[src/rtl/fpm_arbiter.sv]
// Round-robin arbiter sharing one fpmwrapper FP-multiply accelerator among NREQ requesters.
// Optional WAIT timeout abort enabled by defining FPM_ARB_TIMEOUT_EN.
module fpm_arbiter #(
  parameter int NREQ        = 2,
  parameter int TIMEOUT_CYC = 1024
) (
  input  logic                                    clk,
  input  logic                                    rst,
  input  logic [NREQ-1:0]                         req,
  input  logic [32*NREQ-1:0]                      req_opa,
  input  logic [32*NREQ-1:0]                      req_opb,
  output logic [NREQ-1:0]                         ack,
  output logic [31:0]                             res_p,
  output logic [5:0]                              res_flags,
  output logic                                    res_err,
  output logic                                    busy,
  output logic [((NREQ > 1) ? $clog2(NREQ) : 1)-1:0] owner,
  output logic [1:0]                              fpm_a,
  output logic [31:0]                             fpm_wd,
  output logic                                    fpm_we,
  input  logic [31:0]                             fpm_rd
);

  localparam int OW = (NREQ > 1) ? $clog2(NREQ) : 1;

  typedef enum logic [2:0] {
    S_IDLE, S_WR_A, S_WR_B, S_WR_GO, S_WAIT, S_RD_P, S_ACK
  } state_t;

  state_t          state_reg, state_next;
  logic [OW-1:0]   ptr_reg, ptr_next;
  logic [OW-1:0]   owner_next, gnt_idx;
  logic            gnt_found;
  logic [31:0]     opb_reg, opb_next;
  logic [NREQ-1:0] ack_next;
  logic [31:0]     res_p_next, wd_next;
  logic [5:0]      flags_next;
  logic            busy_next, we_next;
  logic [1:0]      a_next;
  int              idx;

  logic [31:0] opa_arr [NREQ];
  logic [31:0] opb_arr [NREQ];

  generate
    for (genvar gi = 0; gi < NREQ; gi++) begin : g_unpack
      assign opa_arr[gi] = req_opa[32*gi +: 32];
      assign opb_arr[gi] = req_opb[32*gi +: 32];
    end
  endgenerate

`ifdef FPM_ARB_TIMEOUT_EN
  localparam int CW = $clog2(TIMEOUT_CYC + 1);
  logic [CW-1:0] cnt_reg, cnt_next;
  logic          err_reg, err_next;
  assign res_err = err_reg;
`else
  assign res_err = 1'b0;
`endif

  // First active requester at or after the round-robin pointer.
  always_comb begin
    gnt_found = 1'b0;
    gnt_idx   = '0;
    idx       = 0;
    for (int k = 0; k < NREQ; k++) begin
      idx = int'(ptr_reg) + k;
      if (idx >= NREQ) idx = idx - NREQ;
      if (!gnt_found && req[idx]) begin
        gnt_found = 1'b1;
        gnt_idx   = OW'(idx);
      end
    end
  end

  // Every registered output is computed for the state being entered.
  always_comb begin
    state_next = state_reg;
    ptr_next   = ptr_reg;
    owner_next = owner;
    opb_next   = opb_reg;
    ack_next   = '0;
    res_p_next = res_p;
    flags_next = res_flags;
    busy_next  = busy;
    a_next     = fpm_a;
    wd_next    = fpm_wd;
    we_next    = 1'b0;
`ifdef FPM_ARB_TIMEOUT_EN
    cnt_next   = cnt_reg;
    err_next   = err_reg;
`endif
    case (state_reg)
      S_IDLE: begin
        busy_next = 1'b0;
        if (gnt_found) begin
          owner_next = gnt_idx;
          opb_next   = opb_arr[gnt_idx];
          busy_next  = 1'b1;
          a_next     = 2'd0;
          wd_next    = opa_arr[gnt_idx];
          we_next    = 1'b1;
          state_next = S_WR_A;
        end
      end
      S_WR_A: begin
        a_next     = 2'd1;
        wd_next    = opb_reg;
        we_next    = 1'b1;
        state_next = S_WR_B;
      end
      S_WR_B: begin
        a_next     = 2'd3;
        wd_next    = 32'h1;
        we_next    = 1'b1;
        state_next = S_WR_GO;
      end
      S_WR_GO: begin
        a_next     = 2'd3;
        state_next = S_WAIT;
`ifdef FPM_ARB_TIMEOUT_EN
        cnt_next   = '0;
`endif
      end
      S_WAIT: begin
        if (fpm_rd[0]) begin
          flags_next = fpm_rd[13:8];
          a_next     = 2'd2;
          state_next = S_RD_P;
        end
`ifdef FPM_ARB_TIMEOUT_EN
        else if (cnt_reg == CW'(TIMEOUT_CYC - 1)) begin
          res_p_next      = '0;
          flags_next      = '0;
          err_next        = 1'b1;
          ack_next[owner] = 1'b1;
          state_next      = S_ACK;
        end else begin
          cnt_next = cnt_reg + 1'b1;
        end
`endif
      end
      S_RD_P: begin
        res_p_next      = fpm_rd;
        ack_next[owner] = 1'b1;
        state_next      = S_ACK;
`ifdef FPM_ARB_TIMEOUT_EN
        err_next        = 1'b0;
`endif
      end
      S_ACK: begin
        busy_next  = 1'b0;
        ptr_next   = (int'(owner) == NREQ - 1) ? '0 : owner + 1'b1;
        state_next = S_IDLE;
      end
      default: state_next = S_IDLE;
    endcase
  end

  always_ff @(posedge clk or negedge rst) begin
    if (!rst) begin
      state_reg <= S_IDLE;
      ptr_reg   <= '0;
      opb_reg   <= '0;
      owner     <= '0;
      ack       <= '0;
      res_p     <= '0;
      res_flags <= '0;
      busy      <= 1'b0;
      fpm_a     <= '0;
      fpm_wd    <= '0;
      fpm_we    <= 1'b0;
    end else begin
      state_reg <= state_next;
      ptr_reg   <= ptr_next;
      opb_reg   <= opb_next;
      owner     <= owner_next;
      ack       <= ack_next;
      res_p     <= res_p_next;
      res_flags <= flags_next;
      busy      <= busy_next;
      fpm_a     <= a_next;
      fpm_wd    <= wd_next;
      fpm_we    <= we_next;
    end
  end

`ifdef FPM_ARB_TIMEOUT_EN
  always_ff @(posedge clk or negedge rst) begin
    if (!rst) begin
      cnt_reg <= '0;
      err_reg <= 1'b0;
    end else begin
      cnt_reg <= cnt_next;
      err_reg <= err_next;
    end
  end
`endif

endmodule
[config.mk]
export PLATFORM = sky130hd
export DESIGN_NAME = fpm_arbiter
export DESIGN_NICKNAME = d
export VERILOG_FILES = /design/src/rtl/fpm_arbiter.sv
export SDC_FILE = /design/constraint.sdc
export NUM_CORES = 1
export LEC_CHECK = 0
export ABC_CLOCK_PERIOD_IN_PS = 1570
export CAP_MARGIN = 5
export CORE_UTILIZATION = 38
export DETAILED_ROUTE_END_ITERATION = 8
export GPL_ROUTABILITY_DRIVEN = 0
export GPL_TIMING_DRIVEN = 0
export PLACE_DENSITY = 0.78
export SLEW_MARGIN = 20
export SYNTH_ARGS = -nofsm -noshare
export SYNTH_HDL_FRONTEND = slang
export SYNTH_SLANG_ARGS = --single-unit
[constraint.sdc]
create_clock -name clk -period 1.57 [get_ports clk]
set_input_delay 0.314 -clock clk [delete_from_list [all_inputs] [get_ports clk]]
set_output_delay 0.314 -clock clk [all_outputs]
set_load 0.02 [all_outputs]
== Yosys cells after proc, flatten, opt, wreduce, memory -nomap -nowiden ==
Index checks and enable logic that the tools add are counted.
Storage, ports and cells
  output and inout port bits: 78
  logic and storage cells: 78
  register bits after elaboration: 113
  input bits: 164
Cells by class
  mux-type cells: 33
  bitwise logic cells: 1
  magnitude comparators: 7
  equality and inequality tests: 8
  reduce and logical (&&, ||, !) cells: 14
  add/subtract/negate cells: 4
Operator list (number)
  32-bit two-way mux: 9
  32-bit case mux with 3 select lines: 1
  32-bit by 3-bit < comparator with 1-bit output (second input constant): 2
  3-bit case mux with 6 select lines: 1
  1-bit two-way mux: 13
  3-bit == test (second input constant): 3
  2-bit case mux with 4 select lines: 1
  2-bit AND reduction: 4
  3-bit by 2-bit == test with 1-bit output (second input constant): 2
  2-bit two-way mux: 3
  3-bit two-way mux: 2
  2-bit >= comparator (second input constant): 2
  2-bit inequality test (second input constant): 2
  1-bit case mux with 2 select lines: 2
  4-bit nonzero test: 1
  2-bit OR reduction: 2
  3-bit by 1-bit == test with 1-bit output (second input constant): 1
  3-bit logical NOT: 1
  3-bit AND reduction: 1
  3-bit nonzero test: 1
  1-bit by 2-bit subtractor with 3-bit output (second input constant): 1
  2-bit by 2-bit subtractor with 3-bit output (second input constant): 1
  1-bit by 1-bit adder with 2-bit output (second input constant): 1
  1-bit by 2-bit >= comparator with 1-bit output (second input constant): 1
  8 further kinds: 9

== Longest topological paths before layout ==
  depth in word-level cells: 15
  gate-level depth with buffers: 6
  depth with buffers taken out: 4

== Worst setup path before layout ==
OpenSTA, ideal clock, no wires.
  path type: register -> register
  start point: register state_reg[1]
  end point: register res_p[0]
  clock period less this slack: 1553 ps
  setup slack: 17 ps
  arrival time: 1428 ps
  stages on the path, launching flop included: 7
  library setup time: 125 ps
  buffers on the path: 3
  cell sequence: dfrtp_1 nand2b_1 clkbuf_1 or2_1 buf_6 buf_6 mux2_4
On the way
  cells in the longest elaborated chain, start to end: 1
RTL lines
  from (decl): line 30  | state_t state_reg, state_next;
  from (signal assigned): line 174  | state_reg <= state_next;
  3-bit == test: line 93  | case (state_reg)
  to (signal assigned): line 179  | res_p <= res_p_next;
  to (decl): line 13  | output logic [31:0] res_p,
No other way between the ends.
A chain may end at the register's enable or synchronous reset.

== Final worst setup path ==
  start point: register state_reg[2]
  end point: register opb_reg[29]
On the way
  cells in the longest elaborated chain, start to end: 2
RTL lines
  3-bit logical NOT: line 93
  2-bit AND reduction (no source line)
  to (signal assigned): line 176  | opb_reg <= opb_next;
  to (decl): line 34  | logic [31:0] opb_reg, opb_next;
No other way between the ends.

==> reports/qor.yml <==
synth:
  synth.avg_cell_area_um2: 9.95
  synth_nets: 694
  number_of_library_cell_types_mapped_by_synthesis: 29
  ffs_w_async_s_r_synth: 1.00
  leading_area_contributor_after_synthesis: "sky130_fd_sc_hd__dfrtp_1"
  netlist_top_cells_count: "133 x sky130_fd_sc_hd__nand2_1, 113 x sky130_fd_sc_hd__dfrtp_1, 64 x sky130_fd_sc_hd__a31oi_1"
  synthTopCellsByArea: "sky130_fd_sc_hd__dfrtp_1 54%, sky130_fd_sc_hd__nand2_1 9.5%, sky130_fd_sc_hd__mux2_4 8.0%, sky130_fd_sc_hd__a31oi_1 7.6%, sky130_fd_sc_hd__o21a_1 4.6%"
  synth_most_common_cell: "sky130_fd_sc_hd__nand2_1"
  synth_seq_area_share: 0.536
  synth-seq-cells: 113
  post_synth_instance_area_um2: 5270
  syn-instance-count: 530
  synth_warn: 0
  main_flop_type_after_synthesis: "sky130_fd_sc_hd__dfrtp_1"
  count_of_flip_flops_with_a_built_in_enable_after_synthesis: 0
  synth.top_cell.area_share: 0.536
sta:
  clock_skew_ns: 0.00757
  highest_attainable_clock_frequency_ghz: 0.633
  rsz_0062_raised_after_global_routing: "yes"
  finalMaxSlewViolations: 0
  timing.final.setup_violations: 4
  finalWorstPathRequiredPeriod_ns: 1.58
  hold_viol: 0
  fin_ws_ns: -0.00917
  fin_crit_sh: 1.01
drt:
  postRouteAntennaNets: 0
  detailroute.via_count: 5310
  detail_route.wirelength_um: 18600
  wl_per_cell_um: 18.5
  detail_route.drc_violations: 0
  drt_iter0_markers: 326
  dr.pass1.iters: 5
  avgViaCountPerCell: 5.30
power:
  totalPowerFinal_mw: 18.6
  vdd_ir_drop_max_v: 0.000991
  leakage_power_nw: 4.00
  power_density_nw_per_um2: 2060
clocking:
  clock_tree.htree_level_count: 4
  clk_latency_ns: 0.40
  cts_made_buffers: 17
  path_clk_slew_ns: 0.05
  cts_num_sinks: 113
  cts_root_buffer: "sky130_fd_sc_hd__clkbuf_16"
  cts_tree: "yes"
  clock_path_buffers: 2
floorplan:
  start_util: 0.393
  die_w_um: 120
  die_y_um: 120
  rows: 42
  coreArea_um2: 13400
  io_pins: 242
  die_area_um2: 14300
grt:
  final_global_route_overflow_total: 0
  groute.usage.overall: 0.252
  number_of_antenna_violations_at_the_first_check_in_global_routing: 1
  grt_start_max_net_pins: 67
  grt_pass1_wl_um: 27700
  number_of_global_route_vias_before_repair: 5520
setup_path:
  reg2reg_setup_slack_ns: -0.009
  worst_flop_to_flop_path_endpoint: "opb_reg[29]$_DFFE_PN0P_"
  setup.worst_path.end: "opb_reg[29]$_DFFE_PN0P_"
  crit_type: "reg2reg"
  cells_on_worst_reg2reg_path: 6
  critical-path-top-cell-by-count: "sky130_fd_sc_hd__nor2_4"
  crit_path_start: "state_reg[2]$_DFFE_PN0P_"
  critPathBufInv: 2
  worst_path_required_time_ns: 1.89
  timing.critical_path.max_delay_family: "simple AND/OR/NAND/NOR gates"
  slowest_delay_ns: 0.43
  timing.critical_path.to_type: "register"
  critical_path_fanouts_max: 5
  worstPathArrival_ns: 1.90
  critical_path_depth: 6
  r2r-start: "state_reg[2]$_DFFE_PN0P_"
  critical_path.slowest_cell: "sky130_fd_sc_hd__dfrtp_2"
  path_cells: "or3_4 > nor2_4 > buf_6 > buf_8 > nor2_4 > a31oi_2"
  worst_setup_start_kind: "register"
final_layout:
  finalNetCount: 977
  num-fill-cells: 1039
  final_cell_area_um2: 9040
  ratio_of_cells_with_drive_above_1_in_the_final_layout: 0.207
  area_growth_syn_to_layout_pct: 71.4
  antennaDiodeCount: 0
placement:
  dpl_cell_area_um2: 7920
  port_buffers: 240
  dp_hpwl_um: 12900
flow_run:
  drv_cap: 0
hold_path:
  tightest_hold_check_type: "in2reg"
run_status:
  failed_checks: "setup timing"
  outcome: "finished with violations"
cells by family (layout without fill, tap and decap cells):
logic type	Yosys count	count (layout)	share of synthesized area
flip-flops	113	113	0.536
AND/OR/NAND/NOR	182	182	0.135
multiplexers	38	38	0.101
other	1	1	0.000711
buffers and inverters	50	346	0.0482
AO/OA/AOI/OAI	146	146	0.179
cell usage in the layout (no fill, tap or decap), types with 2 or more instances in the layout:
cell type                         Yosys  final
sky130_fd_sc_hd__a21oi_1              5      5
sky130_fd_sc_hd__a31oi_1             64     58
sky130_fd_sc_hd__a31oi_2              0      5
sky130_fd_sc_hd__buf_12               0      5
sky130_fd_sc_hd__buf_16               0      3
sky130_fd_sc_hd__buf_2               11      5
sky130_fd_sc_hd__buf_4                6     18
sky130_fd_sc_hd__buf_6                4      9
sky130_fd_sc_hd__buf_8                0      5
sky130_fd_sc_hd__clkbuf_1            21      3
sky130_fd_sc_hd__clkbuf_16            0     21
sky130_fd_sc_hd__clkbuf_2             0      9
sky130_fd_sc_hd__clkbuf_4             0      9
sky130_fd_sc_hd__clkdlybuf4s50_1      0    160
sky130_fd_sc_hd__clkinv_2             0      4
sky130_fd_sc_hd__clkinvlp_4           0      6
sky130_fd_sc_hd__dfrtp_1            113    111
sky130_fd_sc_hd__dfrtp_2              0      2
sky130_fd_sc_hd__dlygate4sd2_1        0     77
sky130_fd_sc_hd__dlymetal6s2s_1       0      2
sky130_fd_sc_hd__inv_1                4      3
sky130_fd_sc_hd__inv_6                0      2
sky130_fd_sc_hd__mux2_2              10     10
sky130_fd_sc_hd__mux2_4              28     28
sky130_fd_sc_hd__nand2_1            133    133
sky130_fd_sc_hd__nand2b_4             0      2
sky130_fd_sc_hd__nor2_1              39     23
sky130_fd_sc_hd__nor2_2               1     11
sky130_fd_sc_hd__nor2_4               0      6
sky130_fd_sc_hd__o21a_1              32     31
sky130_fd_sc_hd__o21ai_0              9      8
sky130_fd_sc_hd__o22ai_1             32     32
metrics by stage:
stage | setup WS [ns] | utilization | setup TNS [ns] | cells | hold WS (ns)
2_1_floorplan | 0.0166 | - | 0 | 530 | 0.0184
3_3_place_gp | -4.05 | 0.589 | -502.24 | 946 | 0.470
3_5_place_dp | -0.796 | 0.591 | -50.13 | 947 | 0.282
4_1_cts | -0.0996 | 0.650 | -0.882 | 993 | 0.424
5_1_grt | -0.0868 | 0.674 | -1.70 | 1002 | 0.416
6_report | -0.00917 | 0.674 | -0.0191 | 1002 | 0.397
report_power, final:
part           switching [mW]  internal (mW)  leakage (nW)
sequential              0.952           4.44          1.30
combinational            4.95           4.65          2.44
clock                    1.39           2.21         0.258
per-layer routing:
layer / GRT usage / routed length [um]
met2: 0.440 / 9390
met4: 0.0891 / 408
met3: 0.0670 / 1440
met1: 0.296 / 7330
met5: 0 / 13
layout make-up:
cell class,instances,area [um^2],share of cell area
Inverter,4,15.0,0.00166
Timing Repair Buffer,269,2700,0.298
Buffer,41,367,0.0406
Clock inverter,13,113,0.0125
Tap cell,176,220,0.0244
Multi-Input combinational cell,367,2350,0.261
Clock buffer,19,443,0.0490
Sequential cell,113,2830,0.313
worst min-delay path by stage:
| stage | startpoint | end | slack [ns] | cells past startpoint |
|---|---|---|---|---|
| 3_3_place_gp | owner$_DFFE_PN0P_ | ack[0]$_DFF_PN0_ | 0.47 | 1 |
| 5_1_grt | req[0] | fpm_wd[0]$_DFFE_PN0P_ | 0.42 | 4 |
| 6_report | req[0] | fpm_wd[0]$_DFFE_PN0P_ | 0.40 | 4 |
| 3_5_place_dp | rst | opb_reg[28]$_DFFE_PN0P_ | 0.28 | 1 |
| 4_1_cts | rst | fpm_wd[27]$_DFFE_PN0P_ | 0.42 | 2 |
| 2_1_floorplan | rst | ack[0]$_DFF_PN0_ | 0.02 | 0 |
worst min-delay path, cell delays in order:
cell	delay, ns
sky130_fd_sc_hd__dlymetal6s2s_1	0.20
sky130_fd_sc_hd__a31oi_1	0.10
sky130_fd_sc_hd__o21ai_0	0.07
sky130_fd_sc_hd__a21oi_1	0.07
repair_timing:
item | 4_1_cts | 5_1_grt
endpoints found under the setup margin | 180 | 96
buffers inserted | 12 | 6
hold buffers | 1 | 0
hold endpoints to repair | 47 | 0
cloned | 5 | 5
pin swaps | 3 | 5
gates resized for setup | 139 | 54
No activity file was read; power rests on OpenSTA's default activity.
==> variant, RTL diff (same settings) <==
Add a define of `FPM_ARB_TIMEOUT_EN`.
--- a/src/rtl/fpm_arbiter.sv
+++ b/src/rtl/fpm_arbiter.sv
@@ -1,4 +1,6 @@
 // Round-robin arbiter sharing one fpmwrapper FP-multiply accelerator among NREQ requesters.
 // Optional WAIT timeout abort enabled by defining FPM_ARB_TIMEOUT_EN.
+`define FPM_ARB_TIMEOUT_EN
+
 module fpm_arbiter #(
   parameter int NREQ        = 2,
Behaviour: no difference found for any inputs over 10 cycles, from zero or initial values and one cycle with rst low; that may be too few to reach the edited logic, so the function may still have changed.
==> variant against the original RTL <==
Sequential cell count grew 12. Count of clock-buffer cells in the layout grew 4. Highest routed layer is now met4. Clock power grew 5.8%. Worst setup slack lost 280 ps. Design area grew 13%. Combinational power grew 9%. The flow still finishes with violations (negative setup slack). Largest power group unchanged. Power grew 7.6%. Wire length grew 15%. Synthesized area grew 12%.
==> variant: results (changes against the original RTL) <==
* Leakage at 4.57 nW (+14%)
* R2R cell count at 5 (-1)
* Syn_nets at 770 (+11%)
* Run status: finished, violations left
* Reg2reg end: res_p[15]$_DFFE_PN0P_
* Syn Inst Count at 605 (+14%)
* Worst hold slack at 454 ps (+56.9 ps)
* DR iter-0 viols at 349 (+7.1%)
* Vias in the first global route at 6009 (+8.9%)
* Count of cell types in the netlist at 42 (+45%)
* Routed WL at 21300 um (+15%)
* DRT met1 WL at 8370 um (+14%)
* Maximum vdd drop at 1180 uV (+19%)
* Final setup viols at 117 (+113)
* Most frequent cells after synthesis: 125 x dfrtp_1, 80 x nor2_1, 46 x nand2_1
* Drt wl/cell at 19.4 um (+4.6%)
* Routed wl met3 at 1430 um (-1.0%)
* Met2 wire length at 10900 um (+16%)
* Share of layout cells above drive strength 1 at 22.8% (+2.1 points)
* Final net count at 1062 (+8.7%)
* Port Buffers at 241 (+0.42%)
* Worst r2r src: state_reg[0]$_DFFE_PN0P_
* Slack of the critical path at -292 ps (-283 ps)
* DPL Wire Length at 13800 um (+6.8%)
* Violated checks: negative setup slack
* Cell total after placement at 1035 (+9.3%)
* Largest net degree at the start of global routing at 65 (-3.0%)
* Fin Setup TNS at -23070 ps (-23050 ps)
* HP Class: primary input to async pin
* Pre-CTS worst setup slack at -902 ps (-106 ps)
* DP Area at 8650 um^2 (+9.1%)
* All-layer global routing usage at 25.8% (+0.65 points)
* Arrival @ worst endpoint at 2150 ps (+250 ps)
* FF+latch area at 3130 um^2 (+11%)
## variant: changes by cell type after synthesis, moves of 34 or more
cell,before,now
nand2_1,133,46
nor2_1,39,80
a22o_1,0,38
mux2i_1,0,35
and3_1,0,34
## variant: power by group
part,total (mW),switching [mW],internal [mW]
logic,10.5,5.63,4.83
registers,5.73,1.01,4.71
clock network,3.81,1.38,2.44
## variant: timing repair
action,in CTS,in global routing
pin swaps,9,16
hold buffers,1,0
gates resized for setup,230,97
setup buffers,28,2
cloned,4,2
endpoints found under the hold margin,61,0
setup endpoints to repair,197,119
## variant: area by class of cell
cell class              count  area share (%)
clock buffers              23            4.66
repair buffers            276            27.0
inverters                   4           0.147
clock inverters             8           0.879
flip-flops and latches    125            30.6
multi-input cells         427            30.3
plain buffers              46            4.24
well taps                 188            2.30
## variant: routing by layer
metal,global-route usage (%),vias to the layer above
met2,44.8,276
met1,30.3,2911
met5,0,-
met3,7.04,47
met4,10.1,0
li1,-,2775
## variant: critical path, stage by stage, from the launching register on
cell	delay, ps
dfrtp_2	420
or4b_4	600
nor4_4	200
o21ai_4	130
buf_6	170
a22o_1	210
## variant: worst max-delay path by stage
stage                             startpoint                      end  slack, ps  cells past startpoint
floorplan           state_reg[0]$_DFFE_PN0P_   cnt_reg[8]$_DFFE_PN0P_       -180                      5
global placement                         rst  opb_reg[18]$_DFFE_PN0P_      -4750                      1
detailed placement                    req[0]  opb_reg[30]$_DFFE_PN0P_       -900                      7
CTS                 state_reg[0]$_DFFE_PN0P_    res_p[15]$_DFFE_PN0P_       -270                      5
global route        state_reg[0]$_DFFE_PN0P_    res_p[15]$_DFFE_PN0P_       -340                      5
finish              state_reg[0]$_DFFE_PN0P_    res_p[15]$_DFFE_PN0P_       -290                      5
## variant: cell families (layout without fill, tap and decap cells)
group	after synthesis	after routing	synth area share, %
DFF	125	125	52.8
and+or+nand+nor	188	188	14.7
muxes	35	35	5.91
adders and majority gates	1	1	0.211
AOI/OAI and AO/OA	203	203	22.6
buffers and inverters	53	357	3.84
